File: src/rtl/fetcher.sv
// Per-warp PC sequencer: round-robin fetch issue to the icache, one fetch in flight per warp.
// Define FETCHER_ASSERTIONS_EN to compile in the fetcher_checker protocol properties.
`ifdef FETCHER_ASSERTIONS_EN
module fetcher_checker #(
    parameter int PcWidth   = 32,
    parameter int NumWarps  = 8,
    parameter int WarpWidth = 32,
    parameter int WidWidth  = 3
) (
    input logic                 clk_i,
    input logic                 rst_i,
    input logic                 fe_valid_i,
    input logic                 ic_ready_i,
    input logic [PcWidth-1:0]   fe_pc_i,
    input logic [WarpWidth-1:0] fe_act_mask_i,
    input logic [WidWidth-1:0]  fe_warp_id_i,
    input logic                 dec_decoded_i,
    input logic [WidWidth-1:0]  dec_warp_id_i,
    input logic                 launch_fire_i,
    input logic [WidWidth-1:0]  launch_slot_i,
    input logic [NumWarps-1:0]  ready_vec_i,
    input logic [NumWarps-1:0]  idle_vec_i
);
    logic [NumWarps-1:0] w_waiting_vec;
    assign w_waiting_vec = ~(ready_vec_i | idle_vec_i);

    a_fe_stable: assert property (@(posedge clk_i) disable iff (rst_i)
        (fe_valid_i && !ic_ready_i) |=> (fe_valid_i && $stable(fe_pc_i)
                                         && $stable(fe_act_mask_i) && $stable(fe_warp_id_i)));
    a_dec_waiting: assert property (@(posedge clk_i) disable iff (rst_i)
        dec_decoded_i |-> w_waiting_vec[dec_warp_id_i]);
    a_launch_idle: assert property (@(posedge clk_i) disable iff (rst_i)
        launch_fire_i |-> idle_vec_i[launch_slot_i]);
    a_grant_ready: assert property (@(posedge clk_i) disable iff (rst_i)
        fe_valid_i |-> ready_vec_i[fe_warp_id_i]);
endmodule
`endif

module fetcher #(
    parameter int PcWidth   = 32,
    parameter int NumWarps  = 8,
    parameter int WarpWidth = 32,
    parameter int WidWidth  = NumWarps > 1 ? $clog2(NumWarps) : 1
) (
    input  logic                 clk_i,
    input  logic                 rst_i,
    input  logic                 launch_valid_i,
    output logic                 launch_ready_o,
    input  logic [PcWidth-1:0]   launch_pc_i,
    input  logic [WarpWidth-1:0] launch_act_mask_i,
    input  logic                 ic_ready_i,
    output logic                 fe_valid_o,
    output logic [PcWidth-1:0]   fe_pc_o,
    output logic [WarpWidth-1:0] fe_act_mask_o,
    output logic [WidWidth-1:0]  fe_warp_id_o,
    input  logic                 dec_decoded_i,
    input  logic                 dec_stop_warp_i,
    input  logic [WidWidth-1:0]  dec_decoded_warp_id_i,
    input  logic [PcWidth-1:0]   dec_decoded_next_pc_i,
    output logic [NumWarps-1:0]  warp_active_o,
    output logic                 all_idle_o
);
    typedef enum logic [1:0] {
        S_IDLE    = 2'd0,
        S_READY   = 2'd1,
        S_WAITING = 2'd2
    } slot_state_e;

    slot_state_e          r_state      [NumWarps];
    slot_state_e          w_state_next [NumWarps];
    logic [PcWidth-1:0]   r_pc         [NumWarps];
    logic [WarpWidth-1:0] r_mask       [NumWarps];
    logic [WidWidth-1:0]  r_rr;
    logic [WidWidth-1:0]  r_lock_id;
    logic                 r_lock;
    logic [WidWidth-1:0]  w_grant;
    logic [WidWidth-1:0]  w_launch_slot;
    logic                 w_valid;
    logic                 w_fire;
    logic                 w_launch_fire;
    logic [NumWarps-1:0]  w_ready_vec;
    logic [NumWarps-1:0]  w_idle_vec;
    logic [NumWarps-1:0]  w_launch_hit;
    logic [NumWarps-1:0]  w_fetch_hit;
    logic [NumWarps-1:0]  w_dec_hit;

    // Per-slot status flags and the per-slot event decode (launch, fetch, decoder feedback).
    always_comb begin
        w_ready_vec  = '0;
        w_idle_vec   = '0;
        w_launch_hit = '0;
        w_fetch_hit  = '0;
        w_dec_hit    = '0;
        for (int i = 0; i < NumWarps; i++) begin
            w_ready_vec[i]  = (r_state[i] == S_READY);
            w_idle_vec[i]   = (r_state[i] == S_IDLE);
            w_launch_hit[i] = w_launch_fire && (w_launch_slot == WidWidth'(i));
            w_fetch_hit[i]  = w_fire && (w_grant == WidWidth'(i));
            w_dec_hit[i]    = dec_decoded_i && (dec_decoded_warp_id_i == WidWidth'(i))
                              && (r_state[i] == S_WAITING);
        end
    end

    // Round-robin grant from rr; descending scan so the nearest READY slot wins. Lock overrides.
    always_comb begin
        int idx;
        idx     = 0;
        w_grant = r_rr;
        for (int k = NumWarps - 1; k >= 0; k--) begin
            idx     = int'(r_rr) + k;
            idx     = (idx >= NumWarps) ? (idx - NumWarps) : idx;
            w_grant = w_ready_vec[idx[WidWidth-1:0]] ? idx[WidWidth-1:0] : w_grant;
        end
        w_grant = r_lock ? r_lock_id : w_grant;
    end

    // Lowest-index IDLE slot receives the next launch.
    always_comb begin
        w_launch_slot = '0;
        for (int i = NumWarps - 1; i >= 0; i--) begin
            w_launch_slot = w_idle_vec[i] ? WidWidth'(i) : w_launch_slot;
        end
    end

    assign w_valid        = (|w_ready_vec) | r_lock;
    assign w_fire         = w_valid & ic_ready_i;
    assign w_launch_fire  = launch_valid_i & launch_ready_o;
    assign launch_ready_o = |w_idle_vec;
    assign warp_active_o  = ~w_idle_vec;
    assign all_idle_o     = &w_idle_vec;
    assign fe_valid_o     = w_valid;
    assign fe_pc_o        = w_valid ? r_pc[w_grant] : '0;
    assign fe_act_mask_o  = w_valid ? r_mask[w_grant] : '0;
    assign fe_warp_id_o   = w_valid ? w_grant : '0;

    // Slot next-state: each slot reacts only to the event aimed at its current state.
    always_comb begin
        for (int i = 0; i < NumWarps; i++) begin
            w_state_next[i] = r_state[i];
            case (r_state[i])
                S_IDLE:    w_state_next[i] = w_launch_hit[i] ? S_READY : S_IDLE;
                S_READY:   w_state_next[i] = w_fetch_hit[i] ? S_WAITING : S_READY;
                S_WAITING: begin
                    if (w_dec_hit[i]) begin
                        w_state_next[i] = dec_stop_warp_i ? S_IDLE : S_READY;
                    end else begin
                        w_state_next[i] = S_WAITING;
                    end
                end
                default:   w_state_next[i] = S_IDLE;
            endcase
        end
    end

    // Slot state registers.
    always_ff @(posedge clk_i or posedge rst_i) begin
        if (rst_i) begin
            for (int i = 0; i < NumWarps; i++) r_state[i] <= S_IDLE;
        end else begin
            for (int i = 0; i < NumWarps; i++) r_state[i] <= w_state_next[i];
        end
    end

    // PC and mask storage; next PC is kept as received, wrapping is the decoder's business.
    always_ff @(posedge clk_i or posedge rst_i) begin
        if (rst_i) begin
            for (int i = 0; i < NumWarps; i++) begin
                r_pc[i]   <= '0;
                r_mask[i] <= '0;
            end
        end else begin
            for (int i = 0; i < NumWarps; i++) begin
                if (w_launch_hit[i]) begin
                    r_pc[i]   <= launch_pc_i;
                    r_mask[i] <= launch_act_mask_i;
                end else if (w_dec_hit[i] && !dec_stop_warp_i) begin
                    r_pc[i]   <= dec_decoded_next_pc_i;
                end
            end
        end
    end

    // Round-robin pointer and the stall lock that freezes the fetch outputs.
    always_ff @(posedge clk_i or posedge rst_i) begin
        if (rst_i) begin
            r_rr      <= '0;
            r_lock    <= 1'b0;
            r_lock_id <= '0;
        end else if (w_fire) begin
            r_rr      <= (int'(w_grant) == NumWarps - 1) ? '0 : w_grant + 1'b1;
            r_lock    <= 1'b0;
        end else if (w_valid) begin
            r_lock    <= 1'b1;
            r_lock_id <= w_grant;
        end
    end

`ifdef FETCHER_ASSERTIONS_EN
    fetcher_checker #(
        .PcWidth(PcWidth), .NumWarps(NumWarps), .WarpWidth(WarpWidth), .WidWidth(WidWidth)
    ) u_checker (
        .clk_i        (clk_i),
        .rst_i        (rst_i),
        .fe_valid_i   (fe_valid_o),
        .ic_ready_i   (ic_ready_i),
        .fe_pc_i      (fe_pc_o),
        .fe_act_mask_i(fe_act_mask_o),
        .fe_warp_id_i (fe_warp_id_o),
        .dec_decoded_i(dec_decoded_i),
        .dec_warp_id_i(dec_decoded_warp_id_i),
        .launch_fire_i(w_launch_fire),
        .launch_slot_i(w_launch_slot),
        .ready_vec_i  (w_ready_vec),
        .idle_vec_i   (w_idle_vec)
    );
`endif
endmodule

File: config.mk
export PLATFORM = sky130hd
export DESIGN_NAME = fetcher
export DESIGN_NICKNAME = d
export VERILOG_FILES = /design/src/rtl/fetcher.sv
export SDC_FILE = /design/constraint.sdc
export NUM_CORES = 1
export LEC_CHECK = 0
export ABC_AREA = 1
export CORE_ASPECT_RATIO = 1.5
export CORE_MARGIN = 2
export CORE_UTILIZATION = 60
export DETAILED_ROUTE_END_ITERATION = 8
export GPL_ROUTABILITY_DRIVEN = 0
export PLACE_DENSITY = 0.81
export SLEW_MARGIN = 25
export SYNTH_ARGS = -nofsm -noshare
export SYNTH_HDL_FRONTEND = slang
export SYNTH_SLANG_ARGS = --single-unit
File: constraint.sdc
create_clock -name clk_i -period 25.3 [get_ports clk_i]
set_input_delay 5.06 -clock clk_i [delete_from_list [all_inputs] [get_ports clk_i]]
set_output_delay 5.06 -clock clk_i [all_outputs]
set_load 0.02 [all_outputs]
Word-level counts from Yosys, hierarchy flattened. Index checks and enable logic that the tools add are counted.

Equality and inequality tests: 38. Bitwise operators: 6. Add/subtract/negate cells: 16. Order comparisons: 17. Multiplexer cells: 102. Reduce and logical (&&, ||, !) cells: 65.

Operator list (number): $mux W32 (22); $bmux W32 S3 (2); $mux W3 (27); $pmux W2 S3 (8); $logic_and A1 B1 Y1 (40); $eq A3 B3 Y1 const B (12); $ge A4 B4 Y1 const B (8); $lt A3 B4 Y1 const B (8); $mux W2 (16); $bmux W1 S3 (8); $sub A3 B1 Y3 const B (8); $mux W1 (19); $eq A3 B2 Y1 const B (6); $reduce_bool A2 Y1 (9); $add A3 B3 Y4 const B (4); $eq A2 B1 Y1 const B (8); $eq A2 B2 Y1 const B (8); $logic_not A2 Y1 (8); $reduce_or A8 Y1 (2); $eq A3 B1 Y1 const B (4); $logic_not A3 Y1 (3); $add A3 B2 Y4 const B (2); $not A8 Y8 (1); $reduce_and A8 Y1 (1); 9 further kinds (10).

Register bits after elaboration: 535. Word-level logic and storage cells: 271. Output and inout bits: 78. Input port bits: 105.

Longest topological paths before layout. Gate-level depths: netlist of the first run.

Depth after elaboration: 19. Gate-level depth with buffers: 28. Gate-level depth less buffers: 24.

Least setup slack after synthesis of the first run. No wires, ideal clock.

Kind: reg2out. From: register r_rr[0]. To: output fe_act_mask_o[0]. Arrival time: 2.935 ns. Buffers on the path: 6. Data required time: 20.240 ns. Setup slack: 17.305 ns. Cell stages (with the launch flop): 28. Cell sequence: dfrtp_1 > buf_6 > inv_2 > buf_6 > ha_1 > inv_1 > nand3_1 > nand3_1 > nand2_1 > nand2_1 > nand2_1 > nand2_1 > nand2_1 > nand2_1 > nand2_1 > nand3_1 > nand3_1 > buf_4 > nand2_2 > buf_6 > buf_12 > buf_6 > nand2_1 > nand3_1 > nand2_1 > nand2_1 > nand2_1 > nor2_1.

Word-level cells in the longest chain between the ends: 19. Elaborated cells on any way between the ends: 61.

Ends and longest elaborated chain: from (decl) (line 73) `logic [WidWidth-1:0] r_rr;`; from (signal assigned) (line 190) `r_rr <= (int'(w_grant) == NumWarps - 1) ? '0 : w_grant + 1'b1;`; $add A3 B3 Y4 (line 110) `idx = int'(r_rr) + k;`; $ge A4 B4 Y1 or $sub A3 B1 Y3 (tied branches) (line 111) `idx = (idx >= NumWarps) ? (idx - NumWarps) : idx;`; $mux W3 (line 111); $bmux W1 S3 (line 112) `w_grant = w_ready_vec[idx[WidWidth-1:0]] ? idx[WidWidth-1:0] : w_grant;`; $mux W1 (implied by the code) (line 112); $mux W3 (7 in a row) (line 112); $mux W3 * (line 112); $mux W3 * (line 114) `w_grant = r_lock ? r_lock_id : w_grant;`; $not A3 Y4 (implied by the code) * (line 133) `assign fe_act_mask_o = w_valid ? r_mask[w_grant] : '0;`; $bmux W32 S3 * (line 133); $mux W32 (implied by the code) * (2 in a row) (line 133); $mux W32 * (line 133); to (decl) (line 54) `output logic [WarpWidth-1:0] fe_act_mask_o,`.

Mark *: on every way between the ends. The rest lies on a longest branch, timed or not. The select of a mux whose other input is x is not followed.

Worst setup path in the final report of the first run.
From: register r_rr[0]. To: output fe_pc_o[30].

Word-level cells in the longest chain between the ends: 19. Elaborated cells on any way between the ends: 61.

Ends and longest elaborated chain: $add A3 B3 Y4 (line 110); $ge A4 B4 Y1 or $sub A3 B1 Y3 (tied branches) (line 111); $mux W3 (line 111); $bmux W1 S3 (line 112); $mux W1 (implied by the code) (line 112); $mux W3 (7 in a row) (line 112); $mux W3 * (line 112); $mux W3 * (line 114); $not A3 Y4 (implied by the code) * (line 132) `assign fe_pc_o = w_valid ? r_pc[w_grant] : '0;`; $bmux W32 S3 * (line 132); $mux W32 (implied by the code) * (2 in a row) (line 132); $mux W32 * (line 132); to (decl) (line 53) `output logic [PcWidth-1:0] fe_pc_o,`.

Marked as above.

==> impl_results.md, run 1 <==
* First-pass GRT wire length at between 100,000 and 150,000 um
* Largest net degree at the start of global routing at between 100 and 150
* Cell variety after synth at 34
* Clk buf depth at 3
* Most frequent CP cell: nand2_1
* TritonCTS Sinks at ~540
* Clock Latency Late Sink at about 0.6 ns
* Max Clock Skew at 0.0328 ns
* Worst path cell trace: inv_2, ha_1, inv_1, nand3_1, nand3_1, nand2_1, nand2_1, nand2_1, nand2_1, nand2_1, nand2_1, nand2_1, nand3_1, nand3_4, buf_4, buf_4, buf_4, nand3_1, nand3_1, nand2_1, nand2_1, nand2_1, nor2_1, clkdlybuf4s50_1
* Met3 Use GR at 0.0433
* Residual DRC at 0
* Cells after Synth at 3,908
* Max Fclk at between 80 and 90 MHz
* Worst stage delay on the critical path at between 0.9 and 1 ns
* Layout Nets at ~4,000
* Post-CTS Setup Bufs at 0
* Routed len/inst at slightly below 20 um
* Rows at 98
* Type of element launching the critical path: flip-flop
* Via density per instance at a little over 6
* H-tree level count at 2
* Synthesized flop and latch total at around 540
* Total track usage at 0.361
* Total Wirelength at ~89,000 um
* Clock transition at path regs at 0.07 ns
* Core area at between 0.04 and 0.05 mm^2
* Hold crit path type: flip-flop to flip-flop
* Area post-placement at just over 0.03 mm^2
* Post-synth top area cell: dfrtp_1
* Slew headroom at 0.253
* GRT overflow at 0
* Post-CTS sizing at 0
* DIE AREA at roughly 0.049 mm^2
* Setup TNS at 0 ns
* RSZ-0062 raised after global routing: no
* GR peak layer: met2
* Max cap viols at 0
* Starting Density at 0.604
* Crit-path max FO at 90
* Diode count at 0
* Final cell count without fillers at 4,525
* Design Area, Final at approximately 0.032 mm^2
* Post-Syn Nets at roughly 4,000
* Initial DRT Pass Iterations at 5
* Clock tree from TritonCTS: built
* Crit path max-delay family: buffers and inverters
* M2 GR Usage at 0.610
* Flop2flop setup slack at approximately 21 ns
* Final setup viols at 0
* Hold Buf Count CTS at 0
* Via Count at 27,655
* First DRT Iteration DRCs at approximately 3,000
* Final count of pins violating max slew at 0
* Finished Core Util at 0.676
* Total CTS buffers at 51
* Tmin final at 12.10 ns
* Vias in the first global route at 26,875
* Final Cycle Share at 0.478
* Area growth, synth to finish at 12.0%
* Top cells by area, synth: dfrtp_1 47%, nand2_1 19%, nand3_1 9.4%
* CP Capture Type: primary output
* Initial antenna violation count at 1
* CP required at 20.24 ns
* CP bufs+invs at 6
* CTS root buf: clkbuf_16
* Share of cells above drive strength 1 at 0.0448
* Placed insts at ~4,400
* HPWL Detailed at 48,500 um
* Crit path DAT at just over 7 ns
* Fin. Hold Viols at 0
* Post-synthesis sequential area ratio at 0.468
* Mapped Area at about 0.029 mm^2
* Yosys warns at 0
* Die W at 182 um
* GRT met1 Usage at 0.439
* I/O Buffers at around 180
* Final ANT Viol Nets at 0
* Kind of critical path: flip-flop to primary output
* Filler cells at 4,012
* Ports at between 150 and 200
* Die Y at 271 um
* Post-synth top area share at 0.468
* Syn avg cell area at roughly 7.3 um^2
* Worst Tran Pin Value at 1.12 ns
* Status: complete, no violations
* Slowest-stage cell, CP: buf_4
## final timing paths
path                                          from                       to  depth (start not counted)
min in group asynchronous                    rst_i  r_mask[236]$_DFFE_PP0P_                          2
max                            r_rr[0]$_DFFE_PP0P_              fe_pc_o[30]                         24
min                        r_mask[188]$_DFFE_PP0P_  r_mask[188]$_DFFE_PP0P_                          2
max reg2reg                    r_rr[0]$_DFFE_PP0P_     r_state[0]$_DFF_PP0_                         22
max in group asynchronous                    rst_i    r_pc[138]$_DFFE_PP0P_                          5
min reg2reg                r_mask[188]$_DFFE_PP0P_  r_mask[188]$_DFFE_PP0P_                          2
## tightest hold or removal path, cell delays in order, from the launching register on
cell and delay, ns:
dfrtp_1 0.34, nand2_1 0.05, o21ai_0 0.06
## sequential cells by signal (all words and copies together), names as in the netlist
register	cells
r_pc	256
r_lock_id	3
r_lock	1
r_rr	3
r_state	16
r_mask	256
## cells by family (layout without fill, tap and decap cells)
family,after synthesis,count (layout),share of synthesized area
AND/OR/NAND/NOR,2117,2117,0.304
buffers and inverters,703,720,0.100
AO/OA/AOI/OAI,547,547,0.125
flip-flops,535,535,0.468
adder cells (fa/ha/maj),3,3,0.00131
XOR/XNOR,3,3,0.000920
## cells in the mapped netlist
| library cell | number |
|---|---|
| a21oi_1 | 10 |
| buf_1 | 30 |
| buf_12 | 1 |
| buf_2 | 41 |
| buf_4 | 13 |
| buf_6 | 10 |
| clkbuf_1 | 185 |
| clkbuf_2 | 26 |
| clkinv_1 | 1 |
| dfrtp_1 | 535 |
| ha_1 | 3 |
| inv_1 | 379 |
| inv_2 | 17 |
| nand2_1 | 1456 |
| nand2_2 | 1 |
| nand3_1 | 536 |
| nand3_2 | 2 |
| nand3b_1 | 1 |
| nand4_1 | 10 |
| nor2_1 | 101 |
| nor2_2 | 6 |
| nor2_4 | 1 |
| nor3_1 | 1 |
| nor4_1 | 1 |
| o211ai_1 | 122 |
| o21ai_0 | 266 |
| o21ai_1 | 5 |
| o21ai_2 | 1 |
| o221ai_1 | 136 |
| o22ai_1 | 2 |
| o31ai_1 | 5 |
| or2_2 | 1 |
| xnor2_1 | 1 |
| xor2_1 | 2 |
## placed cells by master (no fill, tap or decap), types with 9 or more instances in the layout
master and instances:
nand2_1 1454, nand3_1 535, dfrtp_1 535, inv_1 376, o21ai_0 266, clkdlybuf4s50_1 182
o221ai_1 136, o211ai_1 122, nor2_1 93, clkbuf_16 51, buf_4 42, clkinv_2 18
inv_2 16, a21oi_1 10, nand4_1 10, clkbuf_8 9, clkbuf_1 9
## through the flow
step	setup slack (ns)	hold slack (ns)
final	13.20	0.485
after global routing	12.90	0.507
after CTS	13.41	0.489
after detailed placement	14.08	0.473
after global placement	14.16	0.459
after floorplan	5.29	0.444
## per-layer routing
layer	share of wire	wire length, um
met4	0.067	5960
met2	0.49	43500
met1	0.37	32900
met5	0.00015	13
met3	0.079	7090
## area by class of cell
cell class,count,area (um^2),share of cell area
multi-input combinational,2670,12400,0.388
tap,600,751,0.0235
inverter,397,1500,0.0470
clock inverter,24,282,0.00880
timing repair buffer,230,2220,0.0694
clock buffer,69,1430,0.0448
sequential,535,13400,0.418
Power of run 1 is left out: the tool's default activity adds up to more than one toggle a clock period on the data nets, which glitch-free logic cannot reach.
==> inputs of run 2 (changes only) <==
CORE_UTILIZATION = 54   (was 60)
PLACE_DENSITY = 0.77   (was 0.81)
clock period = 10.6 ns   (was 25.3 ns; I/O delays follow)
==> impl_results.md, run 2 (synthesis results as in run 1) <==
* CP required at around 8.5 ns
* First-pass GRT wire length at 144,000 um
* Hold crit path type: flip-flop to flip-flop
* Clock tree from TritonCTS: built
* Slowest-stage cell, CP: buf_4
* Final Cycle Share at 0.788
* Area post-placement at between 0.03 and 0.04 mm^2
* Commonest cells after routing, fill and taps aside: 1,454 x nand2_1, 535 x nand3_1, 535 x dfrtp_1, 376 x inv_1, 266 x o21ai_0
* Die Y at around 290 um
* HPWL Detailed at between 40,000 and 50,000 um
* Worst stage delay on the critical path at 0.73 ns
* Largest net degree at the start of global routing at between 150 and 200
* Final count of pins violating max slew at 0
* Total CTS buffers at 53
* Largest regs: r_mask (256), r_pc (256), r_state (16)
* CTS root buf: clkbuf_16
* Placed insts at between 4,000 and 5,000
* M2 GR Usage at 0.561
* Share of cells above drive strength 1 at 0.0446
* Vias in the first global route at ~26,000
* H-tree level count at 2
* Initial DRT Pass Iterations at 8
* Slew headroom at 0.338
* Clk buf depth at 3
* Status: complete, no violations
* Crit-path max FO at around 120
* Final ANT Viol Nets at 0
* CP Capture Type: primary output
* Crit path max-delay family: simple AND/OR/NAND/NOR gates
* Met3 Use GR at 0.0504
* Max Fclk at between 100 and 150 MHz
* Ports at 183
* Total Wirelength at 90,800 um
* Area growth, synth to finish at 13.0%
* Design Area, Final at between 0.03 and 0.04 mm^2
* Total track usage at 0.332
* Initial antenna violation count at 2
* Starting Density at 0.545
* Hold Buf Count CTS at 0
* Post-CTS Setup Bufs at 0
* CP bufs+invs at 5
* Final cell count without fillers at roughly 4,600
* I/O Buffers at around 180
* Residual DRC at 0
* GRT overflow at 0
* Pre-CTS setup slack at 2.99 ns
* Core area at between 0.05 and 0.06 mm^2
* Crit path DAT at between 6 and 7 ns
* GRT met1 Usage at 0.406
* Layout Nets at approximately 4,000
* GR peak layer: met2
* Most common cell after layout, fill and taps aside: nand2_1
* DIE AREA at roughly 0.055 mm^2
* Final setup margin at roughly 2.3 ns
* Max cap viols at 0
* First DRT Iteration DRCs at 2,390
* Tmin final at approximately 8.3 ns
* Post-CTS sizing at 0
* Clock transition at path regs at about 0.070 ns
* Kind of critical path: flip-flop to primary output
* Die W at 192 um
* Final setup viols at 0
* Routed len/inst at ~20 um
* Fin. Hold Viols at 0
* Most frequent CP cell: nand2_1
* RSZ-0062 raised after global routing: no
* Max Clock Skew at about 0.016 ns
* TritonCTS Sinks at 535
* Via density per instance at about 5.9
* Worst Tran Pin Value at 0.993 ns
* Rows at around 100
* Via Count at between 20,000 and 30,000
* Setup TNS at 0 ns
* Type of element launching the critical path: flip-flop
* Clock Latency Late Sink at roughly 0.6 ns
==> run 2: through the flow <==
stage	utilization	hold slack [ns]
final	0.615	0.484
after floorplan	-	0.444
after global routing	0.615	0.503
after CTS	0.614	0.489
after global placement	0.579	0.460
after detailed placement	0.580	0.473
==> run 2: worst paths after layout <==
check / start / end / slack, ns / cells past startpoint
hold reg to reg: r_mask[138]$_DFFE_PP0P_ / r_mask[138]$_DFFE_PP0P_ / 0.48 / 2
min in group asynchronous: rst_i / r_mask[120]$_DFFE_PP0P_ / 1.95 / 2
setup / recovery: r_rr[0]$_DFFE_PP0P_ / fe_act_mask_o[3] / 2.25 / 25
max in group asynchronous: rst_i / r_mask[224]$_DFFE_PP0P_ / 6.57 / 5
setup reg to reg: r_rr[0]$_DFFE_PP0P_ / r_rr[0]$_DFFE_PP0P_ / 5.52 / 21
hold / removal: r_mask[138]$_DFFE_PP0P_ / r_mask[138]$_DFFE_PP0P_ / 0.48 / 2
==> run 2: cell type report <==
| type | instances | area, um^2 |
|---|---|---|
| Fill cell | 4685 | 20200 |
| Sequential cell | 535 | 13400 |
| Multi-Input combinational cell | 2670 | 12400 |
| Timing Repair Buffer | 230 | 2290 |
| Clock buffer | 78 | 1580 |
| Inverter | 397 | 1500 |
| Tap cell | 682 | 853 |
| Clock inverter | 16 | 238 |
| Antenna cell | 1 | 2.50 |
==> run 2: worst min-delay path: cells and delay by family, from the launching register on <==
kind | cells | cell delay, ns
DFF | 1 | 0.34
AOI/OAI and AO/OA | 1 | 0.06
and+or+nand+nor | 1 | 0.05
==> run 2: metal layers <==
layer	part of all wire	wire [um]
met1	0.38	34200
met2	0.48	43600
met3	0.085	7680
met4	0.058	5280
met5	0.00014	13
Power of run 2 is left out for the same reason.
